## src/rtl/load_store_unit_pkg.sv

```systemverilog
`default_nettype none
// +----------------------------------------------------------------------------+
// | Module  : load_store_unit_pkg                                              |
// | Brief   : RV32I load/store width codes, LSU state encoding, legality check |
// | Rev     : 1.0  initial release                                             |
// +----------------------------------------------------------------------------+
package load_store_unit_pkg;

    localparam logic [2:0] c_F3_B  = 3'b000;
    localparam logic [2:0] c_F3_H  = 3'b001;
    localparam logic [2:0] c_F3_W  = 3'b010;
    localparam logic [2:0] c_F3_BU = 3'b100;
    localparam logic [2:0] c_F3_HU = 3'b101;

    typedef enum logic [1:0] {
        ST_IDLE = 2'd0,
        ST_ACC0 = 2'd1,
        ST_RESP = 2'd2
`ifdef LSU_MISALIGN_SPLIT_EN
        ,
        ST_ACC1 = 2'd3
`endif
    } lsu_state_e;

    // Width-code legality only; alignment is judged separately by the caller.
    function automatic logic lsu_f3_legal(input logic we, input logic [2:0] f3);
        logic ok;
        case (f3)
            c_F3_B, c_F3_H, c_F3_W: ok = 1'b1;
            c_F3_BU, c_F3_HU:       ok = !we;
            default:                ok = 1'b0;
        endcase
        return ok;
    endfunction

endpackage
`default_nettype wire

```

## src/rtl/lsu_align.sv

```systemverilog
`default_nettype none
// +----------------------------------------------------------------------------+
// | Module  : lsu_align                                                        |
// | Brief   : Byte-enable generation, store lane shift, load extract/extend    |
// | Rev     : 1.0  initial release                                             |
// +----------------------------------------------------------------------------+
module lsu_align
    import load_store_unit_pkg::*;
(
    input  logic [2:0]  i_funct3,
    input  logic [1:0]  i_byte_off,
    input  logic [31:0] i_wdata,
    input  logic [31:0] i_rdata_lo,
    input  logic [31:0] i_rdata_hi,
    output logic [3:0]  o_be_lo,
    output logic [3:0]  o_be_hi,
    output logic [31:0] o_wdata_lo,
    output logic [31:0] o_wdata_hi,
    output logic [31:0] o_rdata_ext
);

    logic [3:0]  w_mask;
    logic [7:0]  w_be8;
    logic [4:0]  w_shamt;
    logic [63:0] w_wd64;
    logic [31:0] w_rd32;

    always_comb begin
        w_mask = 4'b1111;
        case (i_funct3[1:0])
            2'b00:   w_mask = 4'b0001;
            2'b01:   w_mask = 4'b0011;
            default: w_mask = 4'b1111;
        endcase
    end

    // Upper halves describe the lanes that spill into the following word.
    assign w_shamt = {i_byte_off, 3'b000};
    assign w_be8   = {4'b0000, w_mask} << i_byte_off;
    assign w_wd64  = {32'd0, i_wdata} << w_shamt;
    assign w_rd32  = 32'({i_rdata_hi, i_rdata_lo} >> w_shamt);

    assign o_be_lo    = w_be8[3:0];
    assign o_be_hi    = w_be8[7:4];
    assign o_wdata_lo = w_wd64[31:0];
    assign o_wdata_hi = w_wd64[63:32];

    always_comb begin
        o_rdata_ext = w_rd32;
        case (i_funct3)
            c_F3_B:  o_rdata_ext = {{24{w_rd32[7]}}, w_rd32[7:0]};
            c_F3_H:  o_rdata_ext = {{16{w_rd32[15]}}, w_rd32[15:0]};
            c_F3_BU: o_rdata_ext = {24'd0, w_rd32[7:0]};
            c_F3_HU: o_rdata_ext = {16'd0, w_rd32[15:0]};
            default: o_rdata_ext = w_rd32;
        endcase
    end

endmodule
`default_nettype wire

```

## src/rtl/load_store_unit.sv

```systemverilog
`default_nettype none
// +----------------------------------------------------------------------------+
// | Module  : load_store_unit                                                  |
// | Brief   : RV32I MEM-stage load/store engine, byte-enabled variable-latency |
// |           memory port. LSU_MISALIGN_SPLIT_EN: split word-crossing H/W.     |
// | Rev     : 1.0  initial release                                             |
// +----------------------------------------------------------------------------+
module load_store_unit
    import load_store_unit_pkg::*;
#(
    parameter int MEM_AW = 30
) (
    input  logic              clk,
    input  logic              rst_n,
    input  logic              req_valid,
    output logic              req_ready,
    input  logic              req_we,
    input  logic [2:0]        req_funct3,
    input  logic [31:0]       req_addr,
    input  logic [31:0]       req_wdata,
    output logic              rsp_valid,
    output logic [31:0]       rsp_rdata,
    output logic              rsp_err,
    output logic              mem_en,
    output logic              mem_we,
    output logic [3:0]        mem_be,
    output logic [MEM_AW-1:0] mem_addr,
    output logic [31:0]       mem_wdata,
    input  logic [31:0]       mem_rdata,
    input  logic              mem_ack
);

    lsu_state_e        r_state, w_state_nxt;
    logic              r_mem_en, w_mem_en_nxt;
    logic              r_mem_we, w_mem_we_nxt;
    logic [3:0]        r_mem_be, w_mem_be_nxt;
    logic [MEM_AW-1:0] r_mem_addr, w_mem_addr_nxt;
    logic [31:0]       r_mem_wdata, w_mem_wdata_nxt;
    logic              r_rsp_valid, w_rsp_valid_nxt;
    logic              r_rsp_err, w_rsp_err_nxt;
    logic [31:0]       r_rsp_rdata, w_rsp_rdata_nxt;
    logic [2:0]        r_f3, w_f3_nxt;
    logic [1:0]        r_k, w_k_nxt;

    logic              w_req_legal;
    logic              w_done;
    logic [2:0]        w_al_f3;
    logic [1:0]        w_al_k;
    logic [31:0]       w_al_rd_lo, w_al_rd_hi;
    logic [3:0]        w_be_lo, w_be_hi;
    logic [31:0]       w_wd_lo, w_wd_hi, w_rd_ext;

`ifdef LSU_MISALIGN_SPLIT_EN
    logic              r_split, w_split_nxt;
    logic [3:0]        r_be_hi, w_be_hi_nxt;
    logic [31:0]       r_wd_hi, w_wd_hi_nxt;
    logic [31:0]       r_rd_lo, w_rd_lo_nxt;

    assign w_req_legal = lsu_f3_legal(req_we, req_funct3);
    assign w_al_rd_lo  = (r_state == ST_ACC1) ? r_rd_lo : mem_rdata;
    assign w_al_rd_hi  = (r_state == ST_ACC1) ? mem_rdata : 32'd0;
`else
    logic              w_misaligned;
    logic              w_unused;

    assign w_misaligned = ((req_funct3[1:0] == 2'b01) && req_addr[0]) ||
                          ((req_funct3 == c_F3_W) && (req_addr[1:0] != 2'b00));
    assign w_req_legal  = lsu_f3_legal(req_we, req_funct3) && !w_misaligned;
    assign w_al_rd_lo   = mem_rdata;
    assign w_al_rd_hi   = 32'd0;
    assign w_unused     = &{1'b0, w_be_hi, w_wd_hi};
`endif

    // The single aligner serves the incoming request in IDLE and the latched one afterwards.
    assign w_al_f3 = (r_state == ST_IDLE) ? req_funct3    : r_f3;
    assign w_al_k  = (r_state == ST_IDLE) ? req_addr[1:0] : r_k;

    lsu_align u_align (
        .i_funct3    (w_al_f3),
        .i_byte_off  (w_al_k),
        .i_wdata     (req_wdata),
        .i_rdata_lo  (w_al_rd_lo),
        .i_rdata_hi  (w_al_rd_hi),
        .o_be_lo     (w_be_lo),
        .o_be_hi     (w_be_hi),
        .o_wdata_lo  (w_wd_lo),
        .o_wdata_hi  (w_wd_hi),
        .o_rdata_ext (w_rd_ext)
    );

    always_comb begin
        w_state_nxt     = r_state;
        w_mem_en_nxt    = r_mem_en;
        w_mem_we_nxt    = r_mem_we;
        w_mem_be_nxt    = r_mem_be;
        w_mem_addr_nxt  = r_mem_addr;
        w_mem_wdata_nxt = r_mem_wdata;
        w_rsp_valid_nxt = 1'b0;
        w_rsp_err_nxt   = 1'b0;
        w_rsp_rdata_nxt = 32'd0;
        w_f3_nxt        = r_f3;
        w_k_nxt         = r_k;
        w_done          = 1'b0;
`ifdef LSU_MISALIGN_SPLIT_EN
        w_split_nxt     = r_split;
        w_be_hi_nxt     = r_be_hi;
        w_wd_hi_nxt     = r_wd_hi;
        w_rd_lo_nxt     = r_rd_lo;
`endif
        case (r_state)
            ST_IDLE: begin
                if (req_valid) begin
                    if (w_req_legal) begin
                        w_state_nxt     = ST_ACC0;
                        w_mem_en_nxt    = 1'b1;
                        w_mem_we_nxt    = req_we;
                        w_mem_be_nxt    = w_be_lo;
                        w_mem_addr_nxt  = req_addr[MEM_AW+1:2];
                        w_mem_wdata_nxt = req_we ? w_wd_lo : 32'd0;
                        w_f3_nxt        = req_funct3;
                        w_k_nxt         = req_addr[1:0];
`ifdef LSU_MISALIGN_SPLIT_EN
                        w_split_nxt     = |w_be_hi;
                        w_be_hi_nxt     = w_be_hi;
                        w_wd_hi_nxt     = w_wd_hi;
`endif
                    end else begin
                        w_state_nxt     = ST_RESP;
                        w_rsp_valid_nxt = 1'b1;
                        w_rsp_err_nxt   = 1'b1;
                    end
                end
            end
            ST_ACC0: begin
                if (mem_ack) begin
`ifdef LSU_MISALIGN_SPLIT_EN
                    if (r_split) begin
                        w_state_nxt     = ST_ACC1;
                        w_mem_be_nxt    = r_be_hi;
                        w_mem_addr_nxt  = r_mem_addr + MEM_AW'(1);
                        w_mem_wdata_nxt = r_mem_we ? r_wd_hi : 32'd0;
                        w_rd_lo_nxt     = mem_rdata;
                    end else
`endif
                    begin
                        w_done = 1'b1;
                    end
                end
            end
`ifdef LSU_MISALIGN_SPLIT_EN
            ST_ACC1: begin
                if (mem_ack) begin
                    w_done = 1'b1;
                end
            end
`endif
            ST_RESP: begin
                w_state_nxt = ST_IDLE;
            end
            default: begin
                w_state_nxt = ST_IDLE;
            end
        endcase

        // Last ack of the transaction: release the memory port and return the result.
        if (w_done) begin
            w_state_nxt     = ST_RESP;
            w_mem_en_nxt    = 1'b0;
            w_mem_we_nxt    = 1'b0;
            w_mem_be_nxt    = 4'b0000;
            w_mem_addr_nxt  = '0;
            w_mem_wdata_nxt = 32'd0;
            w_rsp_valid_nxt = 1'b1;
            w_rsp_rdata_nxt = r_mem_we ? 32'd0 : w_rd_ext;
        end
    end

    always_ff @(posedge clk or negedge rst_n) begin
        if (!rst_n) begin
            r_state     <= ST_IDLE;
            r_mem_en    <= 1'b0;
            r_mem_we    <= 1'b0;
            r_mem_be    <= 4'b0000;
            r_mem_addr  <= '0;
            r_mem_wdata <= 32'd0;
            r_rsp_valid <= 1'b0;
            r_rsp_err   <= 1'b0;
            r_rsp_rdata <= 32'd0;
            r_f3        <= 3'd0;
            r_k         <= 2'd0;
`ifdef LSU_MISALIGN_SPLIT_EN
            r_split     <= 1'b0;
            r_be_hi     <= 4'b0000;
            r_wd_hi     <= 32'd0;
            r_rd_lo     <= 32'd0;
`endif
        end else begin
            r_state     <= w_state_nxt;
            r_mem_en    <= w_mem_en_nxt;
            r_mem_we    <= w_mem_we_nxt;
            r_mem_be    <= w_mem_be_nxt;
            r_mem_addr  <= w_mem_addr_nxt;
            r_mem_wdata <= w_mem_wdata_nxt;
            r_rsp_valid <= w_rsp_valid_nxt;
            r_rsp_err   <= w_rsp_err_nxt;
            r_rsp_rdata <= w_rsp_rdata_nxt;
            r_f3        <= w_f3_nxt;
            r_k         <= w_k_nxt;
`ifdef LSU_MISALIGN_SPLIT_EN
            r_split     <= w_split_nxt;
            r_be_hi     <= w_be_hi_nxt;
            r_wd_hi     <= w_wd_hi_nxt;
            r_rd_lo     <= w_rd_lo_nxt;
`endif
        end
    end

    assign req_ready = (r_state == ST_IDLE);
    assign rsp_valid = r_rsp_valid;
    assign rsp_err   = r_rsp_err;
    assign rsp_rdata = r_rsp_rdata;
    assign mem_en    = r_mem_en;
    assign mem_we    = r_mem_we;
    assign mem_be    = r_mem_be;
    assign mem_addr  = r_mem_addr;
    assign mem_wdata = r_mem_wdata;

endmodule
`default_nettype wire

```

## config.mk

```make
export PLATFORM = sky130hd
export DESIGN_NAME = load_store_unit
export DESIGN_NICKNAME = d
export VERILOG_FILES = /design/src/rtl/load_store_unit_pkg.sv /design/src/rtl/lsu_align.sv /design/src/rtl/load_store_unit.sv
export SDC_FILE = /design/constraint.sdc
export NUM_CORES = 1
export LEC_CHECK = 0
export ABC_AREA = 1
export CAP_MARGIN = 10
export CORE_UTILIZATION = 43
export DETAILED_ROUTE_END_ITERATION = 10
export MAX_ROUTING_LAYER = met4
export PLACE_DENSITY = 0.88
export RECOVER_POWER = 50
export SKIP_LAST_GASP = 1
export SYNTH_ARGS = -nofsm -noshare
export SYNTH_HDL_FRONTEND = slang
export SYNTH_SLANG_ARGS = --single-unit
```

## constraint.sdc

```tcl
create_clock -name clk -period 2.1 [get_ports clk]
set_input_delay 0.525 -clock clk [delete_from_list [all_inputs] [get_ports clk]]
set_output_delay 0.525 -clock clk [all_outputs]
set_load 0.1 [all_outputs]
```

Yosys cells after proc, flatten, opt, wreduce, memory -nomap -nowiden
Index checks and enable logic that the tools add are counted.
{"block": "totals", "elab_cells": 83, "reg_bits": 109}
{"block": "op_classes", "eq_ne": 12, "shift": 3, "n_mux": 38, "reduce_logical": 19}
{"cell": "2-to-1 mux 32 bit", "n": 7}
{"cell": "case mux 32 bit (4 select lines)", "n": 1}
{"cell": "2-to-1 mux 30 bit", "n": 4}
{"cell": "left shift 32 x 5 -> 32 bit", "n": 1}
{"cell": ">> shifter 32 x 5 -> 32 bit", "n": 1}
{"cell": "2-to-1 mux 4 bit", "n": 4}
{"cell": "2-to-1 mux 1 bit", "n": 14}
{"cell": "== test 3 bit, second input constant", "n": 4}
{"cell": "2-to-1 mux 2 bit", "n": 4}
{"cell": "case mux 4 bit (2 select lines)", "n": 1}
{"cell": "nonzero test 2 bit", "n": 4}
{"cell": "== test 2 x 1 -> 1 bit, second input constant", "n": 3}
{"cell": "== test 3 x 1 -> 1 bit, second input constant", "n": 2}
{"cell": "logical NOT 3 bit", "n": 2}
{"cell": "AND reduction 3 bit", "n": 2}
{"cell": "logical NOT 2 bit", "n": 2}
{"cell": "case mux 2 bit (2 select lines)", "n": 1}
{"cell": "left shift 4 x 2 -> 4 bit", "n": 1}
{"cell": "== test 3 x 2 -> 1 bit, second input constant", "n": 1}
{"cell": "logical AND 1 bit", "n": 3}
{"cell": "2-to-1 mux 3 bit", "n": 1}
{"cell": "!= test 3 x 2 -> 1 bit, second input constant", "n": 1}
{"cell": "OR reduction 3 bit", "n": 1}
{"cell": "logical NOT 1 bit", "n": 2}
{"cell": "other kinds (5)", "n": 5}

Longest topological paths before layout
Gate-level depths: netlist of run 1.
{"block": "depth", "word_depth": 9, "mapped_depth": 11}

Modules after synthesis
Synthesis of run 1 repeated with hierarchy kept, for this count alone.
{"block": "hier_totals", "hier_cells": 945, "hier_area_um2": 6486.2}
{"module": "load_store_unit", "n_inst": 1, "area_each_um2": 4367.9, "cells_per_inst": 467}
{"module": "lsu_align", "n_inst": 1, "area_each_um2": 2118.3, "cells_per_inst": 478}

Worst setup path before layout of run 1
Ideal clock, no wire load.
{"block": "synth_timing", "path_kind": "reg2reg", "from": "reg r_state[1]", "to": "reg r_rsp_rdata[28], in the netlist rsp_rdata[28]", "stages_incl_launch_ff": 11, "arrival_ns": 2.071, "period_less_slack_ns": 2.140, "setup_time_ns": 0.069, "required_time_ns": 2.031, "setup_slack_ns": -0.040, "cell_sequence": "dfrtp_1 -> nor2_4 -> nand2_1 -> nand2_2 -> nand2_1 -> nand3_2 -> nand3_4 -> nand3_2 -> nand2_4 -> buf_6 -> nor2_2"}
{"block": "synth_via", "elab_chain_len": 6}
{"element": "from (decl)", "line_no": "load_store_unit.sv:33", "text": "lsu_state_e r_state, w_state_nxt;"}
{"element": "from (signal assigned)", "line_no": "load_store_unit.sv:198", "text": "r_state <= w_state_nxt;"}
{"element": "logical NOT 2 bit *"}
{"element": "named net req_ready", "line_no": "load_store_unit.sv:16", "text": "output logic req_ready,"}
{"element": "2-to-1 mux 2 bit / 2-to-1 mux 3 bit (equally long branches)", "line_no": "load_store_unit.sv:76, load_store_unit.sv:75"}
{"element": ">> shifter 32 x 5 -> 32 bit, or another cell as far along", "line_no": "lsu_align.sv:41", "text": "assign w_rd32 = 32'({i_rdata_hi, i_rdata_lo} >> w_shamt);"}
{"element": "case mux 32 bit (4 select lines) *", "line_no": "lsu_align.sv:50", "text": "case (i_funct3)"}
{"element": "2-to-1 mux 32 bit *", "line_no": "load_store_unit.sv:174", "text": "w_rsp_rdata_nxt = r_mem_we ? 32'd0 : w_rd_ext;"}
{"element": "2-to-1 mux 32 bit *", "line_no": "load_store_unit.sv:166", "text": "if (w_done) begin"}
{"element": "named net w_rsp_rdata_nxt[28]", "line_no": "load_store_unit.sv:41", "text": "logic [31:0] r_rsp_rdata, w_rsp_rdata_nxt;"}
{"element": "to (signal assigned)", "line_no": "load_store_unit.sv:206", "text": "r_rsp_rdata <= w_rsp_rdata_nxt;"}
{"element": "to (decl)", "line_no": "load_store_unit.sv:41"}
Mark *: on every way through the listed nets, which the timed path passes. The rest lies on a longest branch.
A chain may end at the register's enable or synchronous reset.

Final worst setup path of run 1
{"block": "layout_timing", "from": "in req_addr[1]", "to": "reg r_mem_wdata[13], in the netlist mem_wdata[13]"}
{"block": "layout_via", "elab_chain_len": 7}
{"element": "from (decl)", "line_no": "load_store_unit.sv:19", "text": "input logic [31:0] req_addr,"}
{"element": "2-to-1 mux 2 bit / nonzero test 2 bit (equally long branches)", "line_no": "load_store_unit.sv:76, load_store_unit.sv:67"}
{"element": "left shift 32 x 5 -> 32 bit / logical AND 1 bit (equally long branches)", "line_no": "lsu_align.sv:40, load_store_unit.sv:67"}
{"element": "2-to-1 mux 32 bit / logical OR 1 bit (equally long branches)", "line_no": "load_store_unit.sv:119, load_store_unit.sv:66"}
{"element": "2-to-1 mux 32 bit / logical NOT 1 bit (equally long branches)", "line_no": "load_store_unit.sv:113, load_store_unit.sv:68"}
{"element": "2-to-1 mux 32 bit / logical AND 1 bit (equally long branches)", "line_no": "load_store_unit.sv:112, load_store_unit.sv:68"}
{"element": "2-to-1 mux 32 bit / nonzero test 2 bit (equally long branches)"}
{"element": "2-to-1 mux 32 bit / AND reduction 3 bit (equally long branches)"}
{"element": "to (signal assigned)", "line_no": "load_store_unit.sv:203", "text": "r_mem_wdata <= w_mem_wdata_nxt;"}
{"element": "to (decl)", "line_no": "load_store_unit.sv:38", "text": "logic [31:0] r_mem_wdata, w_mem_wdata_nxt;"}
Parallel ways exist; a longest one is shown, timed or not. The select of a mux whose other input is x is not followed.

==> results by group, run 1 <==
Critical path
  • Crit path DAT: 2.15 ns
  • CP Max Fanout: 15
  • Slowest stage delay, CP: 0.47 ns
  • WP buf/inv: 3
  • Crit Path Class: in -> reg
  • Max stage delay cell, worst path: clkdlybuf4s50_1
  • CP Capture Type: flop
  • Cell family with most CP delay: buffers and inverters
  • Critical path cell sequence: clkdlybuf4s50_1 -> inv_1 -> nand3_1 -> o21ai_0 -> nand2_1 -> nor2_2 -> nand2_1 -> buf_12 -> o21ai_0
  • Worst EP required: 2.36 ns
  • Crit path launch type: input port

Clock network
  • Cts repair resizes: 0
  • Clock root buffer: clkbuf_16
  • CTS tree: yes
  • Htree depth: 3
  • Clock sinks: 109
  • Setup Fix Bufs, Post-CTS: 0
  • Maximum root-to-sink buffer count: 2
  • Clock Latency Late Sink: 0.35 ns
  • Inserted Clock Buffers: 9
  • Clock-pin transition on the worst setup and hold timing paths: 0.07 ns
  • CTS Hold Bufs: 0

Pwr
  • Power Density: 1361 mW/mm^2
  • Total power: 10160 uW
  • Sw Share: 54.42%
  • Internal power: 4632 uW
  • Leakage: 0.003906 uW
  • Comb pwr share: 56.3%
  • P_sw: 5531 uW
  • Part of the power in the clock network: 16.2%
  • Maximum vdd drop: 1.264 mV
  • Sequential share of power: 27.5%

STA
  • Slew margin rel.: -13.07%
  • Tmin final: 1.887 ns
  • Slew @ Worst Pin: 1.696 ns
  • Fmax achieved: 0.5300 GHz
  • Final slew viol count: 31
  • Final Hold Viols: 0
  • Layout Skew: 0.009983 ns
  • Tightest hold margin: 0.4713 ns
  • Final period util: 89.85%
  • RSZ-0062 raised after global routing: false
  • Final setup violation count: 0

Route
  • Total Wirelength: 15.02 mm
  • Metal3 WL: 940 microns
  • # DRC: 0
  • Max Used Layer: met4
  • Vias per std cell: 4.997
  • Drt wl/cell: 14.88 microns
  • M1 WL: 6.755 mm
  • DR iter-0 viols: 380
  • Final ANT Viol Nets: 0
  • Via count: 5042
  • Met2 wire length: 6.980 mm
  • Pre-Repair DR Iteration Count: 5

GRT
  • First-pass GRT wire length: 24.58 mm
  • Initial antenna violation count: 0
  • Vias in the first global route: 4841
  • Largest net degree at the start of global routing: 57
  • Tot GR Track Use: 25.97%
  • Grt total ovfl: 0

Yosys
  • YS warnings: 0
  • Syn Nets: 748
  • Avg Inst Size Synth: 7.902 sq um
  • Distinct cells, synth: 24
  • #FFs+latches synth: 109
  • Async S/R FF share, synth: 100.0%
  • EDFF count, synth: 0
  • Post-Synthesis Cells: 644
  • Netlist Area Pre-Place: 0.005089 sq mm
  • Register area share after synthesis: 53.60%
  • Main flop type after synthesis: dfrtp_1

Status
  • Failing checks: capacitance limit, slew limit
  • Outcome: complete, but fails checks

Layout
  • Fin nets: 965
  • Multi-input gate area: 0.002063 sq mm
  • # diodes: 0
  • Util after Layout: 65.10%
  • Area taken by flip-flops and latches: 0.002728 sq mm
  • Fillers: 983
  • Area Overhead vs Synth: 46.69%
  • Layout cells sized above 1: 21.02%

Die
  • Core Area: 0.01147 sq mm
  • Initial Util: 44.38%
  • Die Width: 110.8 microns
  • Ports: 207
  • Die Ht: 110.8 microns
  • Cell row count: 39
  • Die area: 0.01227 sq mm

Placed design
  • GP Congestion: 0.8706
  • # port buffers: 206
  • Hpwl dp: 11.28 mm

Hold path
  • Worst min path class: reg -> reg

Flow run
  • Max-cap check violation count: 1
## cells in the mapped netlist (8+ instances only)
library cell / instances / area (sq um)
a31oi_1: 15 / 93.84
dfrtp_1: 109 / 2728
nor2_1: 13 / 48.80
nor2_2: 13 / 81.33
nand2_1: 279 / 1047
nand3_1: 35 / 175.2
o21ai_0: 72 / 360.4
o211ai_1: 8 / 60.06
clkbuf_1: 14 / 52.55
inv_1: 36 / 135.1
a21oi_1: 10 / 50.05
buf_2: 16 / 80.08
## registers in the layout, indices dropped and copies added (netlist names), 2 cells and up
register	cells
mem_wdata	32
rsp_rdata	32
mem_addr	30
mem_be	4
r_f3	3
r_k	2
r_state	2
## worst reg2reg max path, cell delays in order, from the launching register on
cell and delay, ns:
dfrtp_1 0.43, nor2_4 0.29, nand2_1 0.14, nand2_1 0.15, buf_12 0.20, buf_4 0.20, nand2_1 0.06, nand3_1 0.08
nand2_1 0.08, o21ai_0 0.15
## cells by family (layout without fill, tap and decap cells)
family,Yosys count,count (layout),share of synthesized area [%]
AND/OR/NAND/NOR,350,350,28.37
AO/OA/AOI/OAI,111,111,11.80
flip-flops,109,109,53.60
buffers and inverters,74,296,6.221
## placed cells by master (no fill, tap or decap), types with 3 or more instances in the layout
cell type / instances
inv_1: 36
buf_4: 78
nor2_1: 12
buf_12: 10
clkbuf_2: 48
nand2_2: 6
inv_6: 3
a31oi_1: 15
clkbuf_16: 9
nor2_4: 3
inv_2: 3
nand3_1: 35
o211ai_1: 8
nor2_2: 12
nand2_1: 278
a21oi_1: 10
o21ai_0: 73
clkdlybuf4s50_1: 102
dfrtp_1: 109
## stage by stage
stage                     area [sq um]  TNS (ns)  worst slack [ns]  std cells
after floorplan                   5100         0           0.01274        644
after global placement            7318    -1.060          -0.03595        993
after detailed placement          7318    -5.478           -0.1296        993
after CTS                         7601         0            0.2483       1009
after global routing              7465         0           0.05038       1009
final                             7465         0            0.2131       1009
## final timing paths
path | startpoint | end | slack, ns | depth (start not counted)
worst min register to register | mem_addr[2] | mem_addr[2] | 0.47 | 2
min in group asynchronous | rst_n | mem_addr[16] | 0.61 | 1
max in group asynchronous | rst_n | mem_wdata[6] | 0.37 | 2
worst max-delay path | req_addr[1] | mem_wdata[13] | 0.21 | 9
worst min-delay path | mem_addr[2] | mem_addr[2] | 0.47 | 2
worst max register to register | r_state[0] | mem_wdata[24] | 0.25 | 9
## per-layer routing
layer,vias up,track usage [%]
li1,2490,-
met5,-,-
met1,2335,34.70
met4,0,8.444
met2,189,39.59
met3,28,5.522
## area by class of cell
class | instances | area share, %
multi-input combinational | 461 | 27.64
clock buffer | 10 | 3.067
timing repair buffer | 240 | 27.62
inverter | 40 | 2.011
clock inverter | 6 | 0.7208
sequential | 109 | 36.54
tap | 143 | 2.397
## power groups by stage
| stage | clock network [uW] | logic (uW) | registers [uW] |
|---|---|---|---|
| 6_report | 1640 | 5720 | 2800 |
| 5_1_grt | 1780 | 6010 | 2850 |
| 4_1_cts | 1680 | 5820 | 2800 |
| 3_5_place_dp | 0 | 5800 | 2840 |
| 3_3_place_gp | 0 | 5730 | 2830 |
| 2_1_floorplan | 0 | 1340 | 5720 |
Power figures use the tool's default switching activity.
==> run 2: changes to the inputs <==
- PLACE_DENSITY: 0.88 -> unset
- PLACE_DENSITY_LB_ADDON: unset -> 0.2
- clock period: 2.1 -> 1.8 ns (I/O delays scaled with it)
==> run 2 against run 1 <==
Compared with the run above: the flow finishes with violations (setup timing); clock power is 37% higher; combinational power is 49% higher; non-clock buffer count is 30 higher; total power is 41% higher; worst setup slack worse by 0.28 ns; critical path depth stayed put; hold slack better by 0.0050 ns; die area stayed put; sequential share of layout area is 7.4 points lower; sequential cell count stayed put; routed wire length is 19% higher; sequential power is 26% higher.
==> results by group, run 2 (synthesized netlist as in run 1, its figures left out) <==
Layout
  • Final Cell Area: 0.009366 sq mm (was 0.007465 sq mm)
  • Layout cells sized above 1: 25.64% (was 21.02%)
  • Area Overhead vs Synth: 84.07% (was 46.69%)
  • Fin nets: 996 (was 965)
  • Final non-filler cell total: 1040 (was 1009)
  • Most common cell after layout, fill and taps aside: nand2_1 (unchanged)
  • Most frequent cells in the layout: 274 x nand2_1, 113 x buf_12, 108 x dfrtp_1 (was 278 x nand2_1, 109 x dfrtp_1, 102 x clkdlybuf4s50_1)
  • # diodes: 0 (unchanged)

STA
  • Slew margin rel.: 10.26% (was -13.07%)
  • Final Hold Viols: 0 (unchanged)
  • Final setup violation count: 19 (was 0)
  • Tightest hold margin: 0.4764 ns (was 0.4713 ns)
  • Slew @ Worst Pin: 1.346 ns (was 1.696 ns)
  • RSZ-0062 raised after global routing: true (was false)
  • Fmax achieved: 0.5357 GHz
  • Layout Skew: 0.004798 ns (was 0.009983 ns)
  • Final slew viol count: 0 (was 31)
  • Tmin final: 1.867 ns
  • Final period util: 103.7%
  • Final worst slack: -0.06679 ns (was 0.2131 ns)

Placed design
  • GP Congestion: 0.8905 (was 0.8706)
  • Placed Cells incl. Taps: 1011 (was 993)
  • Dpl ws: -0.3322 ns (was -0.1296 ns)
  • DP Area: 0.008762 sq mm (was 0.007318 sq mm)
  • Hpwl dp: 12.38 mm (was 11.28 mm)
  • # port buffers: 206 (unchanged)

Critical path
  • Crit path launch type: flop (was input port)
  • Crit path DAT: 2.10 ns (was 2.15 ns)
  • CP Max Fanout: 8 (was 15)
  • Crit Path Class: reg -> reg (was in -> reg)
  • Worst EP required: 2.04 ns (was 2.36 ns)
  • CP Capture Type: flop (unchanged)

Die
  • Cell row count: 39 (unchanged)
  • Ports: 207 (unchanged)
  • Core Area: 0.01147 sq mm (unchanged)
  • Die area: 0.01227 sq mm (unchanged)
  • Initial Util: 44.38% (unchanged)
  • Die Width: 110.8 microns (unchanged)
  • Die Ht: 110.8 microns (unchanged)

GRT
  • Tot GR Track Use: 29.06% (was 25.97%)
  • Grt total ovfl: 0 (unchanged)
  • Largest net degree at the start of global routing: 110 (was 57)
  • First-pass GRT wire length: 27.37 mm (was 24.58 mm)
  • Initial antenna violation count: 0 (unchanged)
  • Vias in the first global route: 5392 (was 4841)

Route
  • Total Wirelength: 17.81 mm (was 15.02 mm)
  • Vias per std cell: 5.338 (was 4.997)
  • # DRC: 0 (unchanged)
  • Via count: 5552 (was 5042)
  • Final ANT Viol Nets: 0 (unchanged)
  • Drt wl/cell: 17.12 microns (was 14.88 microns)
  • DR iter-0 viols: 566 (was 380)
  • Pre-Repair DR Iteration Count: 7 (was 5)

Clock network
  • Htree depth: 3 (unchanged)
  • CTS Hold Bufs: 0 (unchanged)
  • Clock root buffer: clkbuf_16 (unchanged)
  • Clock sinks: 109 (unchanged)
  • Inserted Clock Buffers: 9 (unchanged)
  • Maximum root-to-sink buffer count: 2 (unchanged)
  • CTS tree: yes (unchanged)
  • Clock-pin transition on the worst setup and hold timing paths: 0.07 ns (about the same)
  • Clock Latency Late Sink: 0.34 ns (was 0.35 ns)

Flow run
  • Max-cap check violation count: 0 (was 1)

Hold path
  • Worst min path class: in -> async (was reg -> reg)

Pwr
  • Power Density: 1526 mW/mm^2 (was 1361 mW/mm^2)
  • Maximum vdd drop: 1.134 mV (was 1.264 mV)
  • Leakage: 0.004539 uW (was 0.003906 uW)
  • Total power: 14300 uW (was 10160 uW)

Status
  • Outcome: complete, but fails checks (unchanged)
  • Failing checks: setup timing (was capacitance limit, slew limit)
[run 2: worst paths after layout]
| path | from | to | slack (ns) | cells after the start |
|---|---|---|---|---|
| worst max-delay path | r_state[0] | rsp_rdata[19] | -0.07 | 9 |
| worst min register to register | r_f3[0] | r_f3[0] | 0.50 | 2 |
| worst max register to register | r_state[0] | rsp_rdata[19] | -0.07 | 9 |
| worst min-delay path | rst_n | mem_addr[5] | 0.48 | 2 |
| min in group clk | req_addr[0] | r_k[0] | 0.48 | 3 |
| max in group asynchronous | rst_n | r_state[0] | 0.36 | 2 |
[run 2: worst max-delay path: stages, from the launching register on]
cell	delay, ns
dfrtp_2	0.44
nor2_4	0.24
buf_4	0.17
nand2_1	0.09
o21ai_2	0.15
nand3_2	0.16
nand3_4	0.12
nand3_4	0.15
nand2_8	0.15
nor2_1	0.07
[run 2: through the flow]
step,util [%],TNS (ns)
after CTS,80.07,-0.5108
after detailed placement,76.41,-26.57
after global routing,81.68,-4.542
after global placement,76.41,-20.36
after floorplan,-,-10.05
final,81.68,-0.6789
[run 2: area by class of cell]
cell class              count  area, sq um
clock buffers              10        229.0
multi-input cells         462         2166
repair buffers            270         3805
inverters                  40        150.1
well taps                 143        178.9
fillers                   682         2101
clock inverters             6        108.9
flip-flops and latches    109         2729
[run 2: routing by layer]
layer	track usage [%]	share of wire (%)	routed length (microns)	up-vias
li1	-	-	-	2554
met1	36.74	40	7150	2631
met2	47.58	50	8910	320
met3	4.374	6.9	1233	47
met4	10.58	2.9	515	0
met5	-	0	0	-
[run 2: power by group]
part / switching, uW / leakage [uW] / total, uW / internal, uW
Clock: 889 / 0.000167 / 2250 / 1360
Combinational: 5470 / 0.00292 / 8500 / 3040
Sequential: 587 / 0.00145 / 3540 / 2960
Total: 6940 / 0.00454 / 14300 / 7360
[run 2: what timing repair did]
item,4_1_cts,5_1_grt
cloned,1,4
pin swaps,3,8
setup endpoints to repair,12,74
setup buffers,4,5
endpoints found under the hold margin,0,0
resized for setup,4,27
